[src/rtl/multicycle_sequencer.sv]
// Stage sequencer for the multi-cycle RV32I core: walks FETCH..WRITEBACK per opcode
// class, stalls on memory handshakes, traps faults/timeouts into HALT and counts retirements.
module multicycle_sequencer #(
  parameter bit SKIP_MEM    = 1'b1,
  parameter int TIMEOUT_W   = 4,
  parameter int MEM_TIMEOUT = 15,
  parameter int RETIRE_W    = 32
) (
  input  logic                clk,
  input  logic                rst,
  input  logic [6:0]          opcode,
  input  logic                instr_valid,
  input  logic                mem_ready,
  input  logic                illegal_read_address,
  input  logic                illegal_write_address,
  input  logic                halt_req,
  input  logic                resume,
  output logic [2:0]          stage,
  output logic                ir_en,
  output logic                pc_en,
  output logic                reg_wr_en,
  output logic                mem_req,
  output logic                mem_we,
  output logic                halted,
  output logic [1:0]          fault,
  output logic [RETIRE_W-1:0] retired
);

  typedef enum logic [2:0] {
    ST_FETCH     = 3'd0,
    ST_DECODE    = 3'd1,
    ST_EXECUTE   = 3'd2,
    ST_MEMORY    = 3'd3,
    ST_WRITEBACK = 3'd4,
    ST_HALT      = 3'd7
  } stage_t;

  localparam logic [6:0] OPC_LOAD   = 7'b0000011;
  localparam logic [6:0] OPC_STORE  = 7'b0100011;
  localparam logic [6:0] OPC_OP     = 7'b0110011;
  localparam logic [6:0] OPC_OP_IMM = 7'b0010011;
  localparam logic [6:0] OPC_LUI    = 7'b0110111;
  localparam logic [6:0] OPC_AUIPC  = 7'b0010111;
  localparam logic [6:0] OPC_JAL    = 7'b1101111;
  localparam logic [6:0] OPC_JALR   = 7'b1100111;

  localparam logic [1:0] FAULT_NONE    = 2'd0;
  localparam logic [1:0] FAULT_ILLEGAL = 2'd1;
  localparam logic [1:0] FAULT_ADDR    = 2'd2;
  localparam logic [1:0] FAULT_TIMEOUT = 2'd3;

  stage_t                stage_reg, stage_next;
  logic [TIMEOUT_W-1:0]  wait_reg, wait_next;
  logic [1:0]            fault_reg, fault_next;
  logic [RETIRE_W-1:0]   retired_reg, retired_next;

  logic ir_en_raw, pc_en_raw, reg_wr_raw, mem_req_raw, mem_we_raw;
  logic is_load, is_store, is_mem, is_wb, timed_out;

  assign is_load   = (opcode == OPC_LOAD);
  assign is_store  = (opcode == OPC_STORE);
  assign is_mem    = is_load | is_store;
  assign is_wb     = (opcode == OPC_OP)  || (opcode == OPC_OP_IMM) || (opcode == OPC_LUI) ||
                     (opcode == OPC_AUIPC) || (opcode == OPC_JAL)  || (opcode == OPC_JALR);
  assign timed_out = (wait_reg == TIMEOUT_W'(MEM_TIMEOUT));

  always_comb begin
    stage_next  = stage_reg;
    wait_next   = wait_reg;
    fault_next  = fault_reg;
    ir_en_raw   = 1'b0;
    pc_en_raw   = 1'b0;
    reg_wr_raw  = 1'b0;
    mem_req_raw = 1'b0;
    mem_we_raw  = 1'b0;

    case (stage_reg)
      ST_FETCH: begin
        mem_req_raw = 1'b1;
        if (!mem_ready) begin
          if (timed_out) begin
            fault_next = FAULT_TIMEOUT;
            stage_next = ST_HALT;
          end else begin
            wait_next = wait_reg + TIMEOUT_W'(1);
          end
        end else if (illegal_read_address) begin
          fault_next = FAULT_ADDR;
          stage_next = ST_HALT;
        end else begin
          ir_en_raw  = 1'b1;
          stage_next = ST_DECODE;
        end
      end

      ST_DECODE: begin
        if (!instr_valid) begin
          fault_next = FAULT_ILLEGAL;
          stage_next = ST_HALT;
        end else begin
          stage_next = ST_EXECUTE;
        end
      end

      ST_EXECUTE: begin
        stage_next = (is_mem || !SKIP_MEM) ? ST_MEMORY : ST_WRITEBACK;
      end

      ST_MEMORY: begin
        // Non-memory classes only land here in legacy timing; they pass straight through.
        if (is_mem) begin
          mem_req_raw = 1'b1;
          mem_we_raw  = is_store;
          if (!mem_ready) begin
            if (timed_out) begin
              fault_next = FAULT_TIMEOUT;
              stage_next = ST_HALT;
            end else begin
              wait_next = wait_reg + TIMEOUT_W'(1);
            end
          end else if (is_store ? illegal_write_address : illegal_read_address) begin
            fault_next = FAULT_ADDR;
            stage_next = ST_HALT;
          end else if (is_store) begin
            pc_en_raw  = 1'b1;
            stage_next = halt_req ? ST_HALT : ST_FETCH;
          end else begin
            stage_next = ST_WRITEBACK;
          end
        end else begin
          stage_next = ST_WRITEBACK;
        end
      end

      ST_WRITEBACK: begin
        pc_en_raw  = 1'b1;
        reg_wr_raw = is_load | is_wb;
        stage_next = halt_req ? ST_HALT : ST_FETCH;
      end

      ST_HALT: begin
        if (resume) begin
          fault_next = FAULT_NONE;
          stage_next = ST_FETCH;
        end
      end

      default: begin
        stage_next = ST_HALT;
      end
    endcase

    if (stage_next != stage_reg) begin
      wait_next = '0;
    end
  end

  assign retired_next = pc_en_raw ? (retired_reg + RETIRE_W'(1)) : retired_reg;

  always_ff @(posedge clk or negedge rst) begin
    if (!rst) begin
      stage_reg   <= ST_FETCH;
      wait_reg    <= '0;
      fault_reg   <= FAULT_NONE;
      retired_reg <= '0;
    end else begin
      stage_reg   <= stage_next;
      wait_reg    <= wait_next;
      fault_reg   <= fault_next;
      retired_reg <= retired_next;
    end
  end

  // Gating with rst kills an in-flight memory request the instant reset asserts.
  assign ir_en     = ir_en_raw   & rst;
  assign pc_en     = pc_en_raw   & rst;
  assign reg_wr_en = reg_wr_raw  & rst;
  assign mem_req   = mem_req_raw & rst;
  assign mem_we    = mem_we_raw  & rst;

  assign stage   = stage_reg;
  assign halted  = (stage_reg == ST_HALT);
  assign fault   = fault_reg;
  assign retired = retired_reg;

endmodule

[config.mk]
export PLATFORM = sky130hd
export DESIGN_NAME = multicycle_sequencer
export DESIGN_NICKNAME = d
export VERILOG_FILES = /design/src/rtl/multicycle_sequencer.sv
export SDC_FILE = /design/constraint.sdc
export NUM_CORES = 1
export LEC_CHECK = 0
export CORE_UTILIZATION = 40
export CTS_BUF_LIST = sky130_fd_sc_hd__clkbuf_8
export CTS_CLUSTER_SIZE = 8
export DETAILED_ROUTE_END_ITERATION = 7
export PLACE_DENSITY = 0.73
export SLEW_MARGIN = 20
export SYNTH_ARGS = -nofsm -noshare
export SYNTH_HDL_FRONTEND = slang
export SYNTH_SLANG_ARGS = --single-unit
[constraint.sdc]
create_clock -name clk -period 2.4 [get_ports clk]
set_input_delay 0.48 -clock clk [delete_from_list [all_inputs] [get_ports clk]]
set_output_delay 0.48 -clock clk [all_outputs]
set_load 0.03 [all_outputs]
======== After elaboration in Yosys (flattened, before gate mapping) ========
Cells that the tools add are included.
W data, S select, Z words.
storage, ports and cells
  register bits after elaboration ......... 41
  input port bits ......................... 15
  output and inout port bits .............. 43
operators by class
  $add $sub $neg .......................... 2
  equality and inequality tests ........... 21
  muxes and demuxes ....................... 40
  bitwise gates (word level) .............. 7
  reductions and logical operators ........ 10
operators with widths
  operator                 number
  $mux W3                  11
  $add A32 B1 Y32 const B  1
  $eq A7 B6 Y1 const B     3
  $pmux W3 S6              1
  $mux W2                  8
  $mux W4                  4
  $eq A7 B5 Y1 const B     2
  $eq A7 B7 Y1 const B     2
  $mux W1                  12
  $ne A3 B3 Y1 const B     3
  $pmux W2 S4              1
  $pmux W4 S2              1
  $eq A7 B2 Y1 const B     1
  $eq A3 B2 Y1 const B     2
  $eq A3 B3 Y1 const B     2
  $ne A2 B2 Y1 const B     3
  $reduce_and A6 Y1        1
  $and A1 B1 Y1            5
  $logic_or A1 B1 Y1       5
  $add A4 B1 Y4 const B    1
  $eq A4 B4 Y1 const B     1
  $pmux W1 S2              2
  $reduce_bool A4 Y1       1
  $eq A3 B1 Y1 const B     1
  other kinds (5)          6

======== Logic depth before layout (Yosys ltp) ========
Gate-level depths: netlist (run 1).
  word-level depth ........................ 9
  depth in mapped cells ................... 7
  depth with buffers taken out ............ 7

======== Worst setup path before layout (run 1) ========
Ideal clock, no wire load.
  path type ............................... reg-to-output
  start point ............................. register stage_reg[2] (netlist: stage[2])
  end point ............................... output reg_wr_en
  arrival ................................. 2.029 ns
  required time ........................... 1.920 ns
  path slack .............................. -0.109 ns
  cell stages (with the launch flop) ...... 5
  cells stage by stage .................... dfrtp_1 > clkbuf_1 > buf_1 > nand3_1 > a211oi_1
between the ends
  longest elaborated chain between the ends .. 3
ends and longest elaborated chain
  what                    line  source
  from (decl)             52    stage_t stage_reg, stage_next;
  from (signal assigned)  167   stage_reg <= stage_next;
  $eq A3 B3 Y1            77    case (stage_reg)
  $mux W1                 77
  $and A1 B1 Y1           177   assign reg_wr_en = reg_wr_raw & rst;
  to (decl)               21    output logic reg_wr_en,
No other way between the ends.

======== Final worst setup path (run 1) ========
  start point ............................. input opcode[1]
  end point ............................... output pc_en
between the ends
  longest elaborated chain between the ends .. 7
  elaborated cells on any way between the ends .. 10
ends and longest elaborated chain
  what                        line      source
  from (decl)                 11        input logic [6:0] opcode,
  $eq A7 B6 Y1                61        assign is_store = (opcode == OPC_STORE);
  $mux W1 (on tied branches)  124, 121
  $mux W1                     121       end else if (is_store ? illegal_write_address : illegal_read_address) begin
  $mux W1                     114       if (!mem_ready) begin
  $mux W1 *                   111       if (is_mem) begin
  $pmux W1 S2 *               77
  $and A1 B1 Y1 *             176       assign pc_en = pc_en_raw & rst;
  to (decl)                   20        output logic pc_en,
Every way passes the cells marked *; elsewhere a longest branch is shown, timed or not.

==> impl_metrics.yaml, run 1 <==
outcome:
  status: "complete, no violations"
timing:
  max_freq_mhz: 424.3
  rsz0062_at_grt: "true"
  finalSetupViolations: 0
  worst_pin_slew_ns: 0.4176
  final_hold_viol_count: 0
  fin_hold_ws_ns: 0.04483
  fin_skew_ns: 0.008862
  fin_crit_ns: 2.357
  tns_ns: 0
  setup_slack_ns: 0.04307
  drv_slew: 0
  post-route-period-util: 0.9821
  slew_headroom: 0.7216
clock_network:
  clockBufferDepth: 2
  clkSinkCount: 41
  clkLatencyLatePin_ns: 0.30
  cts-root-buf: "clkbuf_8"
  path_clk_slew_ns: 0.09
  cts_tree: "done"
  cts_made_buffers: 5
  h-tree-depth: 2
route:
  drcViolationCount: 0
  firstDrtPassIters: 4
  vias: 2064
  avgViaCountPerCell: 5.292
  first_iter_violations: 84
  ant_nets: 0
  wire_per_inst_um: 13.92
  wl_mm: 5.427
finish:
  finish.utilization: 0.6182
  n_antenna_cell: 0
  design_area_um2: 3258
  layout_common_cells: "clkdlybuf4s50_1 (46), dfrtp_1 (40), buf_4 (35)"
  nNetsFinal: 336
  largest_reg_flops: 32
  final_common_cell: "clkdlybuf4s50_1"
  drive_above_1_share: 0.1906
  syn2layout_area_growth_pct: 44.43
  instances_no_fill: 390
placement:
  placedCellCount: 380
  hpwl_mm: 4.023
  placed_cell_area_um2: 3094
  dpl_worst_slack_ns: -0.1887
  gp_congestion: 0.8504
  portBuffers: 57
power:
  powerDensity_nw_per_um2: 872.1
  vdd.ir_drop.worst_v: 0.0005552
  leakagePower_nw: 1.409
  p_total_mw: 2.841
worst_setup_path:
  crit_fanout: 5
  slowest_delay_ns: 0.47
  crit_family: "buffers and inverters"
  slowest_stage: "clkdlybuf4s50_1"
  cp_data_arrival_time_ns: 1.88
  cp.required_ns: 1.92
  worst-path-buf-inv: 3
  critPathCaptureType: "output port"
  path_cells: "clkdlybuf4s50_1, and4bb_2, a41o_1, buf_4, and2_4, buf_6"
  critPathLaunchType: "input pin"
  crit_type: "in -> out"
run:
  maxCapViolCount: 0
yosys:
  syn_inst: 230
  ys_types: 48
  syn_nets: 247
  synthesis.area_um2: 2256
  avgSynthCellArea_um2: 9.808
  synthArstFlopShare: 1.000
  synth_ff_type: "dfrtp_1"
  yosysWarnings: 0
  synth_seq_area_share: 0.4548
  synth_edf_count: 0
  ys_ff_latch: 41
global_routing:
  first_global_vias: 2027
  grt_max_degree: 27
  grt-ovfl-total: 0
  grt_antenna_before_repair: 0
  grt_pass1_wl_mm: 9.183
  grt_use_total: 0.1887
floorplanning:
  fp.dieW_um: 77.10
  start_util: 0.4281
  design.core.area_um2: 5270
  die-area_um2: 5944
  rows: 26
  dieHeight_um: 77.10
  boundaryPins: 58
hold_path:
  worstHoldPathType: "in -> async"
-- cell families after synthesis --
group | count (synthesis) | synth area share
AOI/OAI and AO/OA | 32 | 0.1015
and+or+nand+nor | 103 | 0.2524
xor gates and xnor gates | 35 | 0.1359
muxes | 5 | 0.02329
DFF | 41 | 0.4548
buffers and inverters | 12 | 0.02107
adders and majority gates | 2 | 0.01109
-- worst paths after layout --
path | to | cells after the start | from | slack [ns]
setup / recovery | pc_en | 6 | opcode[1] | 0.04
hold / removal | retired[1] | 1 | rst | 0.04
setup reg to reg | wait_reg[1] | 6 | stage[0] | 0.20
hold reg to reg | retired[31] | 1 | retired[31] | 0.47
max in group asynchronous | retired[18] | 2 | rst | 1.72
min in group clk | retired[31] | 1 | retired[31] | 0.47
-- metal layers --
layer  global-route usage  up-vias  wire (um)
met4              0.05660        0         89
li1                     -     1009          -
met5                    0        -          0
met3              0.04405       12        353
met2               0.2920       74       2483
met1               0.2619      969       2501
-- final cells by class --
cell class	instances	area, um^2
Clock buffer	5	68.82
Clock inverter	3	46.29
Fill cell	482	2012
Tap cell	70	87.58
Timing Repair Buffer	88	798.3
Inverter	6	22.52
Multi-Input combinational cell	177	1207
Sequential cell	41	1027
-- repair_timing --
action	4_1_cts	5_1_grt
pin swaps	2	2
setup buffers	2	0
setup endpoints to repair	3	6
hold buffers	0	0
gates resized for setup	6	6
endpoints found under the hold margin	0	0
-- power breakdown --
| group | total, mW | internal (mW) | leakage, nW | switching, mW |
|---|---|---|---|---|
| clock | 0.566 | 0.311 | 0.0543 | 0.254 |
| sequential | 0.950 | 0.780 | 0.551 | 0.170 |
| combinational | 1.33 | 0.636 | 0.804 | 0.689 |
-- synthesized netlist by cell type (all sizes together), types with 2 or more instances --
| master | count | area [um^2] |
|---|---|---|
| nand2b | 4 | 25.02 |
| xor2 | 6 | 52.55 |
| nor3 | 11 | 65.06 |
| nand4 | 9 | 56.30 |
| nor4 | 3 | 37.54 |
| buf | 3 | 13.76 |
| nor3b | 2 | 15.01 |
| and3 | 7 | 43.79 |
| nand3 | 17 | 85.08 |
| and4 | 2 | 17.52 |
| and3b | 2 | 17.52 |
| clkbuf | 3 | 11.26 |
| o31a | 3 | 26.28 |
| o21ai | 3 | 15.01 |
| mux2 | 2 | 22.52 |
| mux2i | 3 | 30.03 |
| inv | 6 | 22.52 |
| nor2 | 14 | 52.55 |
| ha | 2 | 25.02 |
| dfrtp | 41 | 1026 |
| xnor2 | 29 | 254.0 |
| a211oi | 3 | 22.52 |
| a2bb2oi | 2 | 17.52 |
| nand2 | 25 | 96.35 |
| a21oi | 8 | 40.04 |
| o31ai | 3 | 22.52 |
-- worst register-to-register path, delay by kind of cell (launching register included) --
| kind | cells | cell delay, ns |
|---|---|---|
| AO/OA/AOI/OAI | 3 | 0.87 |
| flip-flops | 1 | 0.60 |
| AND/OR/NAND/NOR | 3 | 0.65 |
No activity file was read; power rests on OpenSTA's default activity.
==> run 2: changes to the inputs <==
PLACE_DENSITY = 0.75   (was 0.73)
clock period = 2.06 ns   (was 2.4 ns; I/O delays follow)
==> run 2 against run 1 <==
  * Critical endpoint unchanged
  * Final cell count up 2.8%
  * Die area unchanged
  * Critical path type is now reg -> out
  * Register-to-register slack worse by 0.15 ns
  * Non-clock buffer count up 11
  * Combinational power up 33%
==> impl_metrics.yaml, run 2 (synthesized netlist as in run 1, its figures left out) <==
outcome:
  status: "complete, no violations"
timing:
  post-route-period-util: 0.9888
  rsz0062_at_grt: "true"
  fin_skew_ns: 0.007194
  slew_headroom: 0.7479
  final_hold_viol_count: 0
  fin_hold_ws_ns: 0.1586
  max_freq_mhz: 490.9
  fin_crit_ns: 2.037
  worst_pin_slew_ns: 0.3750
  setup_slack_ns: 0.02301
  drv_slew: 0
  finalSetupViolations: 0
power:
  combPwrFrac: 0.510
  clockPowerShare: 0.190
  powerDensity_nw_per_um2: 1022
  vdd.ir_drop.worst_v: 0.0007732
  p_switching_mw: 1.351
  leakagePower_nw: 1.459
  switching_share: 0.3883
  p_total_mw: 3.479
  power.internal_mw: 2.128
  seqPwrFrac: 0.300
route:
  first_iter_violations: 111
  ant_nets: 0
  firstDrtPassIters: 4
  avgViaCountPerCell: 5.337
  wl_mm: 5.879
  wire_per_inst_um: 14.66
  drcViolationCount: 0
  vias: 2140
global_routing:
  grt_max_degree: 28
  grt_pass1_wl_mm: 9.315
  grt-ovfl-total: 0
  first_global_vias: 1964
  grt_antenna_before_repair: 0
  grt_use_total: 0.1956
finish:
  finish.utilization: 0.6458
  design_area_um2: 3403
  nNetsFinal: 347
  register_area_um2: 1030
  largest_reg_flops: 32
  syn2layout_area_growth_pct: 50.86
  layout_common_cells: "buf_4 (42), clkdlybuf4s50_1 (40), dfrtp_1 (38)"
  drive_above_1_share: 0.2508
  nFillCells: 436
  final_common_cell: "buf_4"
  multi_input_area_um2: 1270
  n_antenna_cell: 0
clock_network:
  path_clk_slew_ns: 0.08
  cts_made_buffers: 5
  h-tree-depth: 2
  clkLatencyLatePin_ns: 0.29
  clkSinkCount: 41
  clockBufferDepth: 2
  cts_tree: "done"
  cts-root-buf: "clkbuf_8"
worst_setup_path:
  cp.required_ns: 1.65
  path_cells: "and3b_1, a41o_1, buf_6, and2_4, buf_6"
  crit_type: "reg -> out"
  critPathCaptureType: "output port"
  critPathLaunchType: "flop"
  slowest_delay_ns: 0.44
  cp_data_arrival_time_ns: 1.62
  crit_fanout: 5
  slowest_stage: "dfrtp_2"
  worst_path_most_repeated_cell: "buf_6"
  r2r_cells: 7
placement:
  gp_congestion: 0.9008
  placed_cell_area_um2: 3152
  hpwl_mm: 4.207
  dpl_worst_slack_ns: -0.4531
  portBuffers: 57
floorplanning:
  dieHeight_um: 77.10
  fp.dieW_um: 77.10
  boundaryPins: 58
  start_util: 0.4281
  rows: 26
  die-area_um2: 5944
  design.core.area_um2: 5270
hold_path:
  worstHoldPathType: "in -> async"
run:
  maxCapViolCount: 0
## run 2: cell count changes in the layout (fill, tap and decap cells not counted), moves of 3 or more
cell             previous run  this run
clkdlybuf4s50_1            46        40
buf_6                       1         4
nor3_1                      8         4
dlygate4sd2_1               1         7
nor3_2                      3         7
buf_4                      35        42
## run 2: area by class of cell
class,instances,share of cell area
repair buffers,99,0.2577
clock inverters,2,0.009926
flip-flops and latches,41,0.3026
clock buffers,6,0.02426
multi-input cells,177,0.3732
inverters,6,0.006618
well taps,70,0.02574
## run 2: layer usage
metal  routed length (um)  track usage  vias to the layer above  part of all wire
li1                     -            -                     1032                 -
met1                 2576       0.2521                     1024              0.44
met2                 2828       0.3295                       75              0.48
met3                  401      0.05238                        9             0.068
met4                   72      0.03962                        0             0.012
met5                    0            0                        -                 0
## run 2: final timing paths
kind / startpoint / endpoint / slack, ns
min in group clk: retired[31] / retired[31] / 0.48
hold reg to reg: retired[31] / retired[31] / 0.48
max in group asynchronous: rst / retired[2] / 1.38
hold / removal: rst / retired[21] / 0.16
setup / recovery: stage[0] / pc_en / 0.02
setup reg to reg: wait_reg[1] / wait_reg[2] / 0.05
## run 2: power by group through the flow
stage	clock network (mW)	logic, mW	registers [mW]
3_3_place_gp	0	1.59	1.06
5_1_grt	0.707	1.89	1.06
4_1_cts	0.673	1.65	1.05
2_1_floorplan	0	0.764	1.23
6_report	0.661	1.77	1.04
3_5_place_dp	0	1.60	1.06
## run 2: critical path, delay by kind of cell, from the launching register on
kind / cells / cell delay, ns
flip-flops: 1 / 0.44
AND/OR/NAND/NOR: 2 / 0.36
AO/OA/AOI/OAI: 1 / 0.27
buffers and inverters: 2 / 0.26
## run 2: through the flow
stage	setup TNS, ns	std cells
floorplan	-0.09241	230
CTS	0	397
detailed placement	-10.86	387
finish	0	401
global route	-0.08345	401
global placement	-9.539	387
## run 2: what timing repair did
| item | 4_1_cts | 5_1_grt |
|---|---|---|
| hold buffers | 1 | 0 |
| endpoints found under the setup margin | 22 | 14 |
| pin swaps | 3 | 7 |
| hold endpoints to repair | 2 | 0 |
| setup buffers | 1 | 4 |
| gates resized for setup | 21 | 16 |
==> run 3: changes to the inputs <==
SKIP_LAST_GASP = 1   (was unset)
==> results of run 3 <==
Final layout, timing and power as in run 2 (identical DEF).
